### config.mk
export PLATFORM = sky130hd
export DESIGN_NAME = vram_arbiter
export DESIGN_NICKNAME = d
export VERILOG_FILES = /design/src/rtl/vram_arbiter.sv
export SDC_FILE = /design/constraint.sdc
export NUM_CORES = 1
export LEC_CHECK = 0
export ABC_AREA = 0
export BUFFER_PORTS_ARGS = -buffer_cell sky130_fd_sc_hd__buf_2
export CAP_MARGIN = 20
export CORE_ASPECT_RATIO = 1.5
export CORE_MARGIN = 4
export CORE_UTILIZATION = 52
export CTS_CLUSTER_SIZE = 10
export DETAILED_ROUTE_END_ITERATION = 12
export PLACE_DENSITY = 0.84
export SLEW_MARGIN = 20
export SYNTH_ARGS = -nofsm -noshare
export SYNTH_HDL_FRONTEND = slang
export SYNTH_SLANG_ARGS = --single-unit
### constraint.sdc
create_clock -name i_clock -period 8.65 [get_ports i_clock]
set_input_delay 2.595 -clock i_clock [delete_from_list [all_inputs] [get_ports i_clock]]
set_output_delay 2.595 -clock i_clock [all_outputs]
set_load 0.02 [all_outputs]
### src/rtl/vram_arbiter.sv
// Two-port arbiter (A = CPU, B = video line fetch) onto one single-port memory.
// Define VRAM_ARBITER_STATS_EN to add per-port grant counters o_stat_a_grants/o_stat_b_grants.
module vram_arbiter #(
    parameter int unsigned MAX_B_BURST = 16
) (
    input  logic        i_clock,
    input  logic        i_reset,
    input  logic        i_pa_request,
    input  logic        i_pa_rw,
    input  logic [31:0] i_pa_address,
    input  logic [31:0] i_pa_wdata,
    output logic [31:0] o_pa_rdata,
    output logic        o_pa_ready,
    input  logic        i_pb_request,
    input  logic        i_pb_rw,
    input  logic [31:0] i_pb_address,
    input  logic [31:0] i_pb_wdata,
    output logic [31:0] o_pb_rdata,
    output logic        o_pb_ready,
    output logic        o_mem_request,
    output logic        o_mem_rw,
    output logic [31:0] o_mem_address,
    output logic [31:0] o_mem_wdata,
    input  logic [31:0] i_mem_rdata,
    input  logic        i_mem_ready
`ifdef VRAM_ARBITER_STATS_EN
    ,
    output logic [31:0] o_stat_a_grants,
    output logic [31:0] o_stat_b_grants
`endif
);

    localparam logic [1:0] IDLE   = 2'd0;
    localparam logic [1:0] BUSY_A = 2'd1;
    localparam logic [1:0] BUSY_B = 2'd2;

    localparam int unsigned CW = (MAX_B_BURST > 0) ? $clog2(MAX_B_BURST + 1) : 1;

    logic [1:0]    state;
    logic [CW-1:0] b_burst;
    logic          burst_full;
    logic          grant_a;
    logic          grant_b;

    assign burst_full = (b_burst == CW'(MAX_B_BURST));

    // B wins ties until it has starved a pending A for MAX_B_BURST grants.
    always_comb begin
        grant_a = 1'b0;
        grant_b = 1'b0;
        if (state == IDLE) begin
            if (i_pb_request && !(i_pa_request && burst_full)) begin
                grant_b = 1'b1;
            end else if (i_pa_request) begin
                grant_a = 1'b1;
            end
        end
    end

    always_ff @(posedge i_clock or posedge i_reset) begin
        if (i_reset) begin
            state         <= IDLE;
            b_burst       <= '0;
            o_mem_request <= 1'b0;
            o_mem_rw      <= 1'b0;
            o_mem_address <= '0;
            o_mem_wdata   <= '0;
            o_pa_rdata    <= '0;
            o_pb_rdata    <= '0;
            o_pa_ready    <= 1'b0;
            o_pb_ready    <= 1'b0;
        end else begin
            o_pa_ready <= 1'b0;
            o_pb_ready <= 1'b0;
            case (state)
                IDLE: begin
                    if (grant_a) begin
                        o_mem_request <= 1'b1;
                        o_mem_rw      <= i_pa_rw;
                        o_mem_address <= i_pa_address;
                        o_mem_wdata   <= i_pa_wdata;
                        state         <= BUSY_A;
                    end else if (grant_b) begin
                        o_mem_request <= 1'b1;
                        o_mem_rw      <= i_pb_rw;
                        o_mem_address <= i_pb_address;
                        o_mem_wdata   <= i_pb_wdata;
                        state         <= BUSY_B;
                    end
                end
                BUSY_A: begin
                    if (i_mem_ready) begin
                        o_mem_request <= 1'b0;
                        o_pa_rdata    <= i_mem_rdata;
                        o_pa_ready    <= 1'b1;
                        state         <= IDLE;
                    end
                end
                BUSY_B: begin
                    if (i_mem_ready) begin
                        o_mem_request <= 1'b0;
                        o_pb_rdata    <= i_mem_rdata;
                        o_pb_ready    <= 1'b1;
                        state         <= IDLE;
                    end
                end
                default: begin
                    o_mem_request <= 1'b0;
                    state         <= IDLE;
                end
            endcase

            if (!i_pa_request || grant_a) begin
                b_burst <= '0;
            end else if (grant_b && !burst_full) begin
                b_burst <= b_burst + 1'b1;
            end
        end
    end

`ifdef VRAM_ARBITER_STATS_EN
    always_ff @(posedge i_clock or posedge i_reset) begin
        if (i_reset) begin
            o_stat_a_grants <= '0;
            o_stat_b_grants <= '0;
        end else begin
            if (grant_a) o_stat_a_grants <= o_stat_a_grants + 32'd1;
            if (grant_b) o_stat_b_grants <= o_stat_b_grants + 32'd1;
        end
    end
`endif

endmodule

==> out/results.ini, run 1 <==
[route]
route.detailed.drc=0
first_pass_iters=8
drt_iter0_markers=347
wl_per_cell_um=20.0
ant_nets=0
routed_via_density=6.04
vias=6344
wl_mm=21.0

[pwr]
power.total_w=0.00350
p_sw_w=0.00151
comb_power_share_pct=47.3
p_sw_share_pct=43.2
power.share.sequential_pct=32.6
power_density_nw_per_um2=391
vdd_drop_max_v=0.000257
clockPowerShare_pct=20.1
power_leakage_nw=4.10
p_int_w=0.00199

[logic_synthesis]
yosys.area.top_type=dfrtp_1
syn-instance-count=608
yosys-top-cells-count=139 x dfrtp_1, 92 x nor3_1, 64 x mux2_2
ys_ff_latch=139
yosys_warnings=0
seq_area_frac_synth_pct=50.7
ys_types=39
avgSynthCellArea_um2=11.3
syn_nets=780
synthFlopType=dfrtp_1
yosysTopAreaCellShare_pct=50.7
async_flop_share_pct=100
synthTopCellsByArea=dfrtp_1 51%, mux2_2 11%, a2111oi_2 8.8%
synth-edff-count=0
synth_area_um2=6860
synth.most_common_cell=dfrtp_1

[final_layout]
drive_gt1_share_pct=51.0
final_nets=1050
syn2layout_area_growth_pct=30.4
stdcell_count=1051
post-route-util_pct=69.1

[clocking]
path_clk_slew_ps=60
clk_latency_ps=410
numCtsBuffers=17
cts_resized=0
cts_setup_buffers=0
clock_sinks=139
cts_hold_buffers=0
clock_path_buffers=2
root_buffer=clkbuf_16
htree_levels=4
cts_tree=done

[timing]
skew_ps=9.31
worst_slack_ps=4740
tightest_slew_ps=956
slew_viol_final=0
max_clock_freq_mhz=256
fin_tns_setup_ps=0
relSlewSlack_pct=35.8
period_share_pct=45.2
finalHoldViolations=0
layout_min_cycle_time_ps=3910
setup_viol=0
rsz0062_at_grt=no

[placed_design]
dpl.cell_count=1018
port_buffers=298
gp_congestion=0.866
place_worst_setup_slack_ps=4360
dpl.hpwl_mm=14.7

[global_route]
grt_max_degree=72
grt_antenna_before_repair=1
grt_pass1_vias=6519
grt_overflow_total=0
grt_pass1_wl_mm=32.9
grt_usage_pct=27.6

[run]
cap_violations=0

[floorplan]
die_h_um=149
start_util_pct=53.0
coreArea_um2=13000
num_rows=51
die_area_um2=15100
ioPinCount=299
die_width_um=102

[worst_setup_path]
worst_ep_required_time_ps=8930
crit_path_max_fanout=45
worst_setup_path_end_kind=flip-flop
crit_arrival_ps=4180
worstSetupPathType=input port to flip-flop
startpoint_type=input port

[outcome]
outcome=complete, no violations

[hold_path]
min_path_type=flip-flop to flip-flop

-- placed cells by master, fill, tap and decap left out, drive strengths merged, types with 2 or more instances in the layout --
cell type	n
clkinvlp	2
nor3	92
o21ai	4
dfrtp	139
clkbuf	17
o22ai	51
a21oi	10
o221a	14
nand2b	19
nand2	5
nand3	8
buf	309
ha	5
a2111oi	46
a21o	2
mux2i	2
clkinv	5
or2b	4
o21a	3
nand3b	2
mux2	64
inv	22
a211o	5
nor2	49
nor2b	3
-- routing by layer --
metal / share of wire [%] / global-route usage [%] / vias to the layer above
met4: 3.8 / 12.8 / 0
met2: 51 / 46.7 / 338
met1: 37 / 32.4 / 3100
met3: 7.9 / 6.90 / 58
met5: 0 / 0 / -
li1: - / - / 2848
-- worst max-delay path: stages --
cell and delay [ps]:
buf_2 330, nand2b_1 160, buf_4 440, o22ai_1 160, a2111oi_0 450
-- sequential cells by signal, indices dropped and copies added, names as in the netlist --
| name | flops |
|---|---|
| o_mem_request | 1 |
| state | 2 |
| o_pa_rdata | 32 |
| b_burst | 5 |
| o_pb_rdata | 32 |
| o_mem_address | 32 |
| o_mem_rw | 1 |
| o_pb_ready | 1 |
| o_mem_wdata | 32 |
| o_pa_ready | 1 |
-- power by group through the flow --
stage                     Sequential [W]  Combinational, W  Clock, W
after global routing             0.00117           0.00178  0.000747
final                            0.00114           0.00166  0.000703
after detailed placement         0.00114           0.00167         0
after floorplan                  0.00152          0.000724         0
after CTS                        0.00114           0.00167  0.000713
after global placement           0.00113           0.00162         0
-- cell families (layout without fill, tap and decap cells) --
kind of cell / Yosys count / after routing / share of synthesized area (%)
other: 0 / 1 / 0
muxes: 66 / 66 / 10.8
DFF: 139 / 139 / 50.7
buffers and inverters: 72 / 355 / 4.90
and+or+nand+nor: 188 / 188 / 13.7
adders and majority gates: 5 / 5 / 0.912
AOI/OAI and AO/OA: 138 / 138 / 19.0
-- area by class of cell --
type | count | area, um2
clock inverters | 15 | 149
fillers | 1023 | 4000
multi-input cells | 397 | 3070
repair buffers | 309 | 1570
clock buffers | 17 | 425
well taps | 159 | 199
inverters | 14 | 57.6
flip-flops and latches | 139 | 3480
diodes | 1 | 2.50
-- stage by stage --
step	area (um2)	hold slack, ps
6_report	8950	500
5_1_grt	8950	507
4_1_cts	8950	502
3_5_place_dp	8370	487
3_3_place_gp	8370	482
2_1_floorplan	6860	523
-- path summary, 6_finish.rpt --
path,startpoint,end,slack (ps),depth (start not counted)
setup / recovery,i_pb_request,o_mem_address[28]$_DFFE_PP0P_,4740,5
hold / removal,o_pb_rdata[2]$_DFFE_PP0P_,o_pb_rdata[2]$_DFFE_PP0P_,500,1
setup reg to reg,state[0]$_DFFE_PP0P_,o_mem_rw$_DFFE_PP0P_,5740,7
hold reg to reg,o_pb_rdata[2]$_DFFE_PP0P_,o_pb_rdata[2]$_DFFE_PP0P_,500,1
max in group asynchronous,i_reset,o_pa_rdata[12]$_DFFE_PP0P_,5020,3
min in group asynchronous,i_reset,o_pa_rdata[10]$_DFFE_PP0P_,2280,2
(Power assumes the default switching activity.)
==> run 2, diff against run 1 <==
CORE_UTILIZATION = 48   (was 52)
PLACE_DENSITY = 0.78   (was 0.84)
clock period = 3.7 ns   (was 8.65 ns; I/O delays follow)
==> out/results.ini, run 2 (synthesized netlist as in run 1, its figures left out) <==
[outcome]
outcome=complete, no violations

[final_layout]
design_area_um2=9030  ; +0.91%
drive_gt1_share_pct=51.5  ; +0.50 points
final_nets=1051  ; +0.095%
post-route-util_pct=64.6  ; -4.5 points
final_cell_mix=298 x buf_2, 139 x dfrtp_1, 92 x nor3_1
final_common_cell=buf_2
syn2layout_area_growth_pct=31.6
fillers=1176  ; +15%

[route]
drt_iter0_markers=338  ; -2.6%
vias=6208  ; -2.1%
routed_via_density=5.72  ; -5.3%
wl_per_cell_um=18.7  ; -6.8%
ant_nets=0  ; unchanged
wl_mm=20.3  ; -3.7%
route.detailed.drc=0  ; unchanged
first_pass_iters=4  ; -4

[worst_setup_path]
startpoint_type=input port
worst_setup_path_end_kind=flip-flop
crit_arrival_ps=2720  ; -1460 ps
worstSetupPathType=input port to flip-flop
crit_path_max_fanout=45  ; unchanged
worst_ep_required_time_ps=3990  ; -4940 ps
r2r_slack_ps=1410  ; -4330 ps

[hold_path]
min_path_type=flip-flop to flip-flop

[pwr]
vdd_drop_max_v=0.000634  ; +150%
comb_power_share_pct=47.0  ; -0.3 points
power.share.sequential_pct=32.5  ; about the same
p_sw_share_pct=42.5  ; -0.68 points
p_sw_w=0.00349  ; +130%
power_density_nw_per_um2=908  ; +130%
clockPowerShare_pct=20.5  ; +0.4 points
power.total_w=0.00820  ; +130%
power_leakage_nw=4.11  ; +0.21%
p_int_w=0.00471  ; +140%

[clocking]
clk_latency_ps=410  ; about the same
cts_setup_buffers=0  ; unchanged
clock_sinks=139  ; unchanged
cts_resized=0  ; unchanged
root_buffer=clkbuf_16
numCtsBuffers=17  ; unchanged
htree_levels=4  ; unchanged
clock_path_buffers=2  ; unchanged
cts_tree=done
path_clk_slew_ps=60  ; about the same
cts_hold_buffers=0  ; unchanged

[placed_design]
port_buffers=298  ; unchanged
place_area_um2=8440  ; +0.84%
gp_congestion=0.804  ; -7.1%
dpl.hpwl_mm=14.0  ; -4.8%

[timing]
tightest_slew_ps=891  ; -65.0 ps
finalHoldViolations=0  ; unchanged
skew_ps=10.3  ; +1.01 ps
layout_min_cycle_time_ps=2430
fin_hold_ws_ps=499  ; -1.32 ps
period_share_pct=65.6
slew_viol_final=0  ; unchanged
rsz0062_at_grt=no
fin_tns_setup_ps=0  ; unchanged
relSlewSlack_pct=40.6  ; +4.8 points
setup_viol=0  ; unchanged
max_clock_freq_mhz=412

[global_route]
grt_max_degree=140  ; +94%
grt_pass1_wl_mm=31.5  ; -4.1%
grt_antenna_before_repair=2  ; +1
grt_pass1_vias=6271  ; -3.8%
grt_overflow_total=0  ; unchanged
grt_usage_pct=23.9  ; -3.6 points

[run]
cap_violations=0  ; unchanged

[floorplan]
start_util_pct=49.0  ; -3.9 points
coreArea_um2=14000  ; +8.0%
die_area_um2=16300  ; +7.8%
die_width_um=106  ; +3.8%
num_rows=53  ; +3.9%
ioPinCount=299  ; unchanged
die_h_um=154  ; +3.9%

## run 2: cell types whose count changed in the layout (fill, tap and decap cells not counted), sizes merged
cell,before,now
bufinv,0,1
inv,22,20
buf,309,310
diode,1,2
clkinvlp,2,4
clkinv,5,4
## run 2: per-stage QoR
stage	instances	setup WS, ps
finish	1086	1270
global route	1086	1120
CTS	1084	1290
detailed placement	1052	785
global placement	1052	913
floorplan	608	855
## run 2: critical path, stage by stage
cell and delay, ps:
buf_2 340, nand2b_2 190, buf_4 440, o22ai_1 200
a2111oi_2 390
## run 2: path summary, 6_finish.rpt
check / startpoint / to / depth (start not counted)
hold reg to reg: o_pb_rdata[28]$_DFFE_PP0P_ / o_pb_rdata[28]$_DFFE_PP0P_ / 1
hold / removal: o_pb_rdata[28]$_DFFE_PP0P_ / o_pb_rdata[28]$_DFFE_PP0P_ / 1
max in group asynchronous: i_reset / o_mem_address[12]$_DFFE_PP0P_ / 3
setup / recovery: i_pb_request / o_mem_address[5]$_DFFE_PP0P_ / 5
setup reg to reg: b_burst[0]$_DFFE_PP0P_ / o_mem_address[29]$_DFFE_PP0P_ / 6
min in group asynchronous: i_reset / o_pb_rdata[30]$_DFFE_PP0P_ / 3
## run 2: layout make-up
| cell class | count | area (um2) | share of cell area [%] |
|---|---|---|---|
| tap | 192 | 240 | 2.66 |
| clock buffer | 17 | 425 | 4.71 |
| inverter | 14 | 56.3 | 0.623 |
| timing repair buffer | 310 | 1590 | 17.6 |
| clock inverter | 15 | 158 | 1.75 |
| sequential | 139 | 3480 | 38.5 |
| multi-input combinational | 397 | 3080 | 34.0 |
| antenna | 2 | 5.00 | 0.0554 |
## run 2: per-layer routing
layer | global-route usage (%) | part of all wire, % | wire length (um) | vias up
met2 | 41.6 | 52 | 10600 | 278
met4 | 9.75 | 2.6 | 524 | 0
met5 | 0 | 0 | 0 | -
met3 | 5.09 | 6.7 | 1370 | 40
li1 | - | - | - | 2842
met1 | 28.7 | 39 | 7830 | 3048
## run 2: power groups by stage
stage	clock, W	combinational (W)	sequential (W)
3_3_place_gp	0	0.00381	0.00266
6_report	0.00168	0.00386	0.00267
3_5_place_dp	0	0.00390	0.00267
5_1_grt	0.00177	0.00414	0.00275
2_1_floorplan	0	0.00169	0.00355
4_1_cts	0.00171	0.00389	0.00267
